File: config.mk
export PLATFORM = sky130hd
export DESIGN_NAME = freqdetector
export DESIGN_NICKNAME = d
export VERILOG_FILES = /design/src/rtl/freqdetector.sv
export SDC_FILE = /design/constraint.sdc
export NUM_CORES = 1
export LEC_CHECK = 0
export CAP_MARGIN = 10
export CORE_AREA = 5 5 92 115
export CTS_BUF_LIST = sky130_fd_sc_hd__clkbuf_4 sky130_fd_sc_hd__clkbuf_8
export CTS_CLUSTER_SIZE = 8
export DETAILED_ROUTE_END_ITERATION = 8
export DIE_AREA = 0 0 97 120
export PLACE_DENSITY = 0.72
export SLEW_MARGIN = 20
export SYNTH_ARGS = -nofsm -noshare
export SYNTH_HDL_FRONTEND = slang
export SYNTH_SLANG_ARGS = --single-unit
File: constraint.sdc
create_clock -name lrclk -period 2 [get_ports lrclk]
set_input_delay 0.2 -clock lrclk [delete_from_list [all_inputs] [get_ports lrclk]]
set_output_delay 0.2 -clock lrclk [all_outputs]
set_load 0.02 [all_outputs]
File: src/rtl/freqdetector.sv
// Schmitt-trigger zero-crossing frequency estimator: measures the period between
// rising crossings and converts it to a phase increment with a restoring divider.
module freqdetector #(
    parameter int BITSIZE = 24,
    parameter int PHASESIZE = 16,
    parameter int PERIODSIZE = 16,
    parameter logic [BITSIZE-1:0] HYST = 24'h010000
) (
    input  logic                 lrclk,
    input  logic                 reset,
    input  logic [BITSIZE-1:0]   sample,
    output logic [PHASESIZE-1:0] freq,
    output logic                 freq_valid,
    output logic                 locked
);

    localparam int DW = $clog2(PHASESIZE + 1);
    localparam logic [DW-1:0] LAST = DW'(PHASESIZE);
    localparam logic [BITSIZE:0] MID = (BITSIZE + 1)'(1) << (BITSIZE - 1);
    localparam logic [BITSIZE:0] THR_HI = MID + {1'b0, HYST};
    localparam logic [BITSIZE:0] THR_LO = MID - {1'b0, HYST};

    typedef enum logic { CMP_LOW, CMP_HIGH } cmp_t;
    typedef enum logic { SEEK, COUNT } meas_t;
    typedef enum logic { DIV_IDLE, DIV_RUN } div_t;

    cmp_t  cmp_q, cmp_d;
    meas_t meas_q, meas_d;
    div_t  div_q, div_d;

    logic                  rise_q;
    logic [PERIODSIZE-1:0] cnt_q, cnt_d;
    logic [PERIODSIZE-1:0] per_q;
    logic [PERIODSIZE-1:0] rem_q, rem_nx;
    logic [PHASESIZE:0]    quo_q, quo_nx;
    logic [DW-1:0]         dcnt_q;
    logic [PERIODSIZE:0]   trial;
    logic                  ge;
    logic                  capture, timeout, start, finish;
    logic [BITSIZE:0]      sample_x;

    assign sample_x = {1'b0, sample};

    always_comb begin
        cmp_d = cmp_q;
        if (cmp_q == CMP_LOW && sample_x >= THR_HI)
            cmp_d = CMP_HIGH;
        else if (cmp_q == CMP_HIGH && sample_x < THR_LO)
            cmp_d = CMP_LOW;
    end

    // Period measurement: cnt counts cycles since the previous rising event.
    always_comb begin
        meas_d  = meas_q;
        cnt_d   = cnt_q;
        capture = 1'b0;
        timeout = 1'b0;
        case (meas_q)
            SEEK: begin
                if (rise_q) begin
                    meas_d = COUNT;
                    cnt_d  = PERIODSIZE'(1);
                end
            end
            COUNT: begin
                if (rise_q) begin
                    capture = 1'b1;
                    cnt_d   = PERIODSIZE'(1);
                end else if (cnt_q == '1) begin
                    timeout = 1'b1;
                    meas_d  = SEEK;
                    cnt_d   = '0;
                end else begin
                    cnt_d = cnt_q + PERIODSIZE'(1);
                end
            end
            default: meas_d = SEEK;
        endcase
    end

    // One quotient bit per cycle; the dividend 2^PHASESIZE is shifted out of quo_q.
    assign trial  = {rem_q, quo_q[PHASESIZE]};
    assign ge     = trial >= {1'b0, per_q};
    assign rem_nx = ge ? PERIODSIZE'(trial - {1'b0, per_q}) : trial[PERIODSIZE-1:0];
    assign quo_nx = {quo_q[PHASESIZE-1:0], ge};

    always_comb begin
        div_d  = div_q;
        start  = 1'b0;
        finish = 1'b0;
        case (div_q)
            DIV_IDLE: begin
                if (capture) begin
                    start = 1'b1;
                    div_d = DIV_RUN;
                end
            end
            DIV_RUN: begin
                if (timeout) begin
                    div_d = DIV_IDLE;
                end else if (dcnt_q == LAST) begin
                    finish = 1'b1;
                    div_d  = DIV_IDLE;
                end
            end
            default: div_d = DIV_IDLE;
        endcase
    end

    always_ff @(posedge lrclk) begin
        if (reset) begin
            cmp_q      <= CMP_LOW;
            rise_q     <= 1'b0;
            meas_q     <= SEEK;
            cnt_q      <= '0;
            div_q      <= DIV_IDLE;
            per_q      <= '0;
            rem_q      <= '0;
            quo_q      <= '0;
            dcnt_q     <= '0;
            freq       <= '0;
            freq_valid <= 1'b0;
            locked     <= 1'b0;
        end else begin
            cmp_q  <= cmp_d;
            rise_q <= (cmp_q == CMP_LOW) && (cmp_d == CMP_HIGH);
            meas_q <= meas_d;
            cnt_q  <= cnt_d;
            div_q  <= div_d;
            if (start) begin
                per_q  <= cnt_q;
                rem_q  <= '0;
                quo_q  <= {1'b1, {PHASESIZE{1'b0}}};
                dcnt_q <= '0;
            end else if (div_q == DIV_RUN) begin
                rem_q  <= rem_nx;
                quo_q  <= quo_nx;
                dcnt_q <= dcnt_q + DW'(1);
            end
            freq_valid <= finish;
            if (timeout) begin
                freq   <= '0;
                locked <= 1'b0;
            end else if (finish) begin
                freq   <= quo_nx[PHASESIZE-1:0];
                locked <= 1'b1;
            end
        end
    end

endmodule

==> impl_metrics.toml, run 1 <==
[run_status]
status = "finished, violations left"
violations = "setup timing"

[worst_setup_path]
reg2reg_slack_ns = -0.21
endpoint_kind = "flip-flop"
critical_path_arrival_ns = 2.46
cp.required_ns = 2.26
r2r_cells = 11
start_kind = "flip-flop"
crit_type = "flip-flop to flip-flop"
crit_fanout = 3
timing.rr.end = "rem_q[14]"
crit-reg2reg-launch = "quo_q[16]"

[timing]
rsz0062_at_grt = "yes"
setup_slack_ns = -0.2051
setup_viol = 18
finalCritPeriodShare_pct = 110.3
skew_ns = 0.01199
finalHoldViolations = 0
drv_slew = 0
tightest_slew_ns = 0.4202
period_needed_ns = 2.205
slew_headroom_pct = 71.82
fmax_ghz = 0.4535
hold_ws_ns = 0.4610

[yosys]
yosysWarnings = 0
synth_top_cell_area_share_pct = 40.57
synth_area_leader_cell = "dfxtp_1"
netlist_instances = 550
ys_seq_elements = 92
synth_common_cells = "dfxtp_1, nor2_1, nand2_1"
syn_nets = 596
synthArstFlopShare_pct = 0
ys.flop_type = "dfxtp_1"
yosysUniqueCellTypes = 49
synth.area.top_cells = "dfxtp_1, mux2i_1, nor2_1, nand2_1, ha_1"
syn-cell-area_um2 = 4539
ys_seq_area_share_pct = 40.57
avgSynthCellArea_um2 = 8.253
synth-edff-count = 0
synth_most_common_cell = "dfxtp_1"

[floorplanning]
rows = 40
io_pins = 44
die_area_um2 = 11640
start_util_pct = 47.99
fp.coreArea_um2 = 9459
chipHeight_um = 120
die_w_um = 97

[place]
post-place-ws_ns = -0.2080
place_congestion = 0.9143
dpl.hpwl_mm = 7.894
portBuffers = 27

[power]
p_comb_share_pct = 16.4
leakage_nw = 2.263
switchingPower_mw = 1.099
p_clk_share_pct = 33.8
swShare_pct = 29.33
p_int_mw = 2.649
seqPwrFrac_pct = 49.8
ir_drop_uv = 537.4
finalPower_mw = 3.749
cellPowerDensity_nw_per_um2 = 621.0

[clock_network]
cts_tree = "built"
cts_max_path_buffers = 2
path_clk_slew_ns = 0.11
cts.sinks = 92
cts_buffers = 9
root_buffer = "clkbuf_8"
htreeDepth = 3
clock_latency_ns = 0.37
holdBufCountCts = 0

[grt]
grt_usage_pct = 18.84
grt_max_degree = 23
grt_pass1_wl_mm = 18.19
grt.overflow.total = 0
antenna_found_initial = 0
grt_pass1_vias = 4043

[routing]
routed_wl_mm = 11.06
drc_errors = 0
vias = 4175
viasPerCell = 5.366
ant_nets = 0
wl_per_cell_um = 14.21
dr.pass1.iters = 4
drt-initial-drc-count = 199

[layout]
drive_gt1_share_pct = 25.46
num-nets-final = 693
syn2layout_area_growth_pct = 32.99
antennaDiodeCount = 0

[hold_path]
whs_path_depth = 2
hold_end = "per_q[13]"
worstHoldStart = "per_q[13]"
hold_path.class = "flip-flop to flip-flop"

[run]
drv_cap = 0
[layer usage]
metal	wire, µm	global-route usage (%)	share of wire, %	up-vias
met3	342	3.895	3.1	28
met2	5783	35.71	52	79
met4	308	7.463	2.8	0
met5	0	0	0	-
li1	-	-	-	2110
met1	4623	20.20	42	1958
[cells by family (layout without fill, tap and decap cells)]
logic type | after synthesis | after routing | synth area share (%)
flip-flops | 92 | 92 | 40.57
AO/OA/AOI/OAI | 121 | 121 | 16.95
buffers and inverters | 52 | 154 | 4.603
AND/OR/NAND/NOR | 215 | 215 | 21.64
XOR/XNOR | 17 | 17 | 3.280
multiplexers | 33 | 33 | 7.277
adder cells (fa/ha/maj) | 20 | 20 | 5.678
[power groups by stage]
stage	Sequential, mW	Combinational, mW	Clock, mW
floorplan	1.90	0.340	0
global placement	1.91	0.507	0
detailed placement	1.91	0.521	0
CTS	1.87	0.575	1.29
global route	1.87	0.664	1.36
finish	1.87	0.615	1.27
[worst max path at each step]
| stage | start | endpoint | slack [ns] | depth (start not counted) |
|---|---|---|---|---|
| after floorplan | per_q[12] | rem_q[11] | -0.10 | 9 |
| after global placement | rem_q[11] | rem_q[0] | -0.15 | 9 |
| after detailed placement | per_q[1] | rem_q[11] | -0.21 | 9 |
| after CTS | per_q[1] | rem_q[11] | -0.19 | 9 |
| after global routing | per_q[1] | rem_q[11] | -0.26 | 9 |
| final | quo_q[16] | rem_q[14] | -0.21 | 11 |
[critical path, cell delays in order (launching register included)]
cell,delay [ns]
dfxtp_2,0.34
inv_2,0.06
ha_4,0.13
fa_2,0.24
nor2b_4,0.05
o31a_1,0.27
buf_4,0.16
o31ai_4,0.23
a21oi_2,0.10
or3_1,0.35
nand4_1,0.09
nand3_1,0.07
[registers in the layout, indices dropped and copies added (netlist names)]
signal,flops
rem_q,16
meas_q,1
cmp_q,1
rise_q,1
freq,16
cnt_q,16
freq_valid,1
locked,1
dcnt_q,5
div_q,1
per_q,16
quo_q,17
[layout make-up]
class                   instances  area (µm²)
clock buffers                   9       123.9
clock inverters                 7       75.07
fillers                       748        3422
inverters                      22       85.08
multi-input cells             406        2728
flip-flops and latches         92        1861
well taps                     126       157.7
repair buffers                116        1007
[placed cells by master, fill, tap and decap left out, drive strengths merged, types with 10 or more instances in the layout]
cell type / count
nand2: 72
nand3: 17
dfxtp: 92
nand4: 10
nor2: 73
inv: 25
clkdlybuf4s50: 27
buf: 89
a31oi: 15
mux2i: 33
a21oi: 44
o21ai: 23
ha: 19
[stage by stage]
stage	instance area, µm²	instances	TNS, ns	utilization, %
3_5_place_dp	5544	744	-2.917	58.61
6_report	6037	778	-2.338	63.82
5_1_grt	6037	778	-3.715	63.82
3_3_place_gp	5544	744	-2.030	58.61
2_1_floorplan	4674	550	-0.1469	-
4_1_cts	5933	770	-2.109	62.72
[timing repair]
item | CTS | global route
gates resized for setup | 34 | 12
pin swaps | 25 | 17
buffers inserted | 10 | 8
endpoints found under the setup margin | 18 | 25
(Power assumes the default switching activity.)
==> inputs of run 2 (changes only) <==
--- a/config.mk
+++ b/config.mk
@@ -5,9 +5,11 @@
 export SDC_FILE = /design/constraint.sdc
 export NUM_CORES = 1
 export LEC_CHECK = 0
+export ABC_CLOCK_PERIOD_IN_PS = 2000
 export CAP_MARGIN = 10
 export CORE_AREA = 5 5 92 115
 export CTS_BUF_LIST = sky130_fd_sc_hd__clkbuf_4 sky130_fd_sc_hd__clkbuf_8
+export CTS_CLUSTER_DIAMETER = 200
 export CTS_CLUSTER_SIZE = 8
 export DETAILED_ROUTE_END_ITERATION = 8
 export DIE_AREA = 0 0 97 120
==> results of run 2 <==
Same layout as run 1: the final DEF is identical, and so are final timing and power.
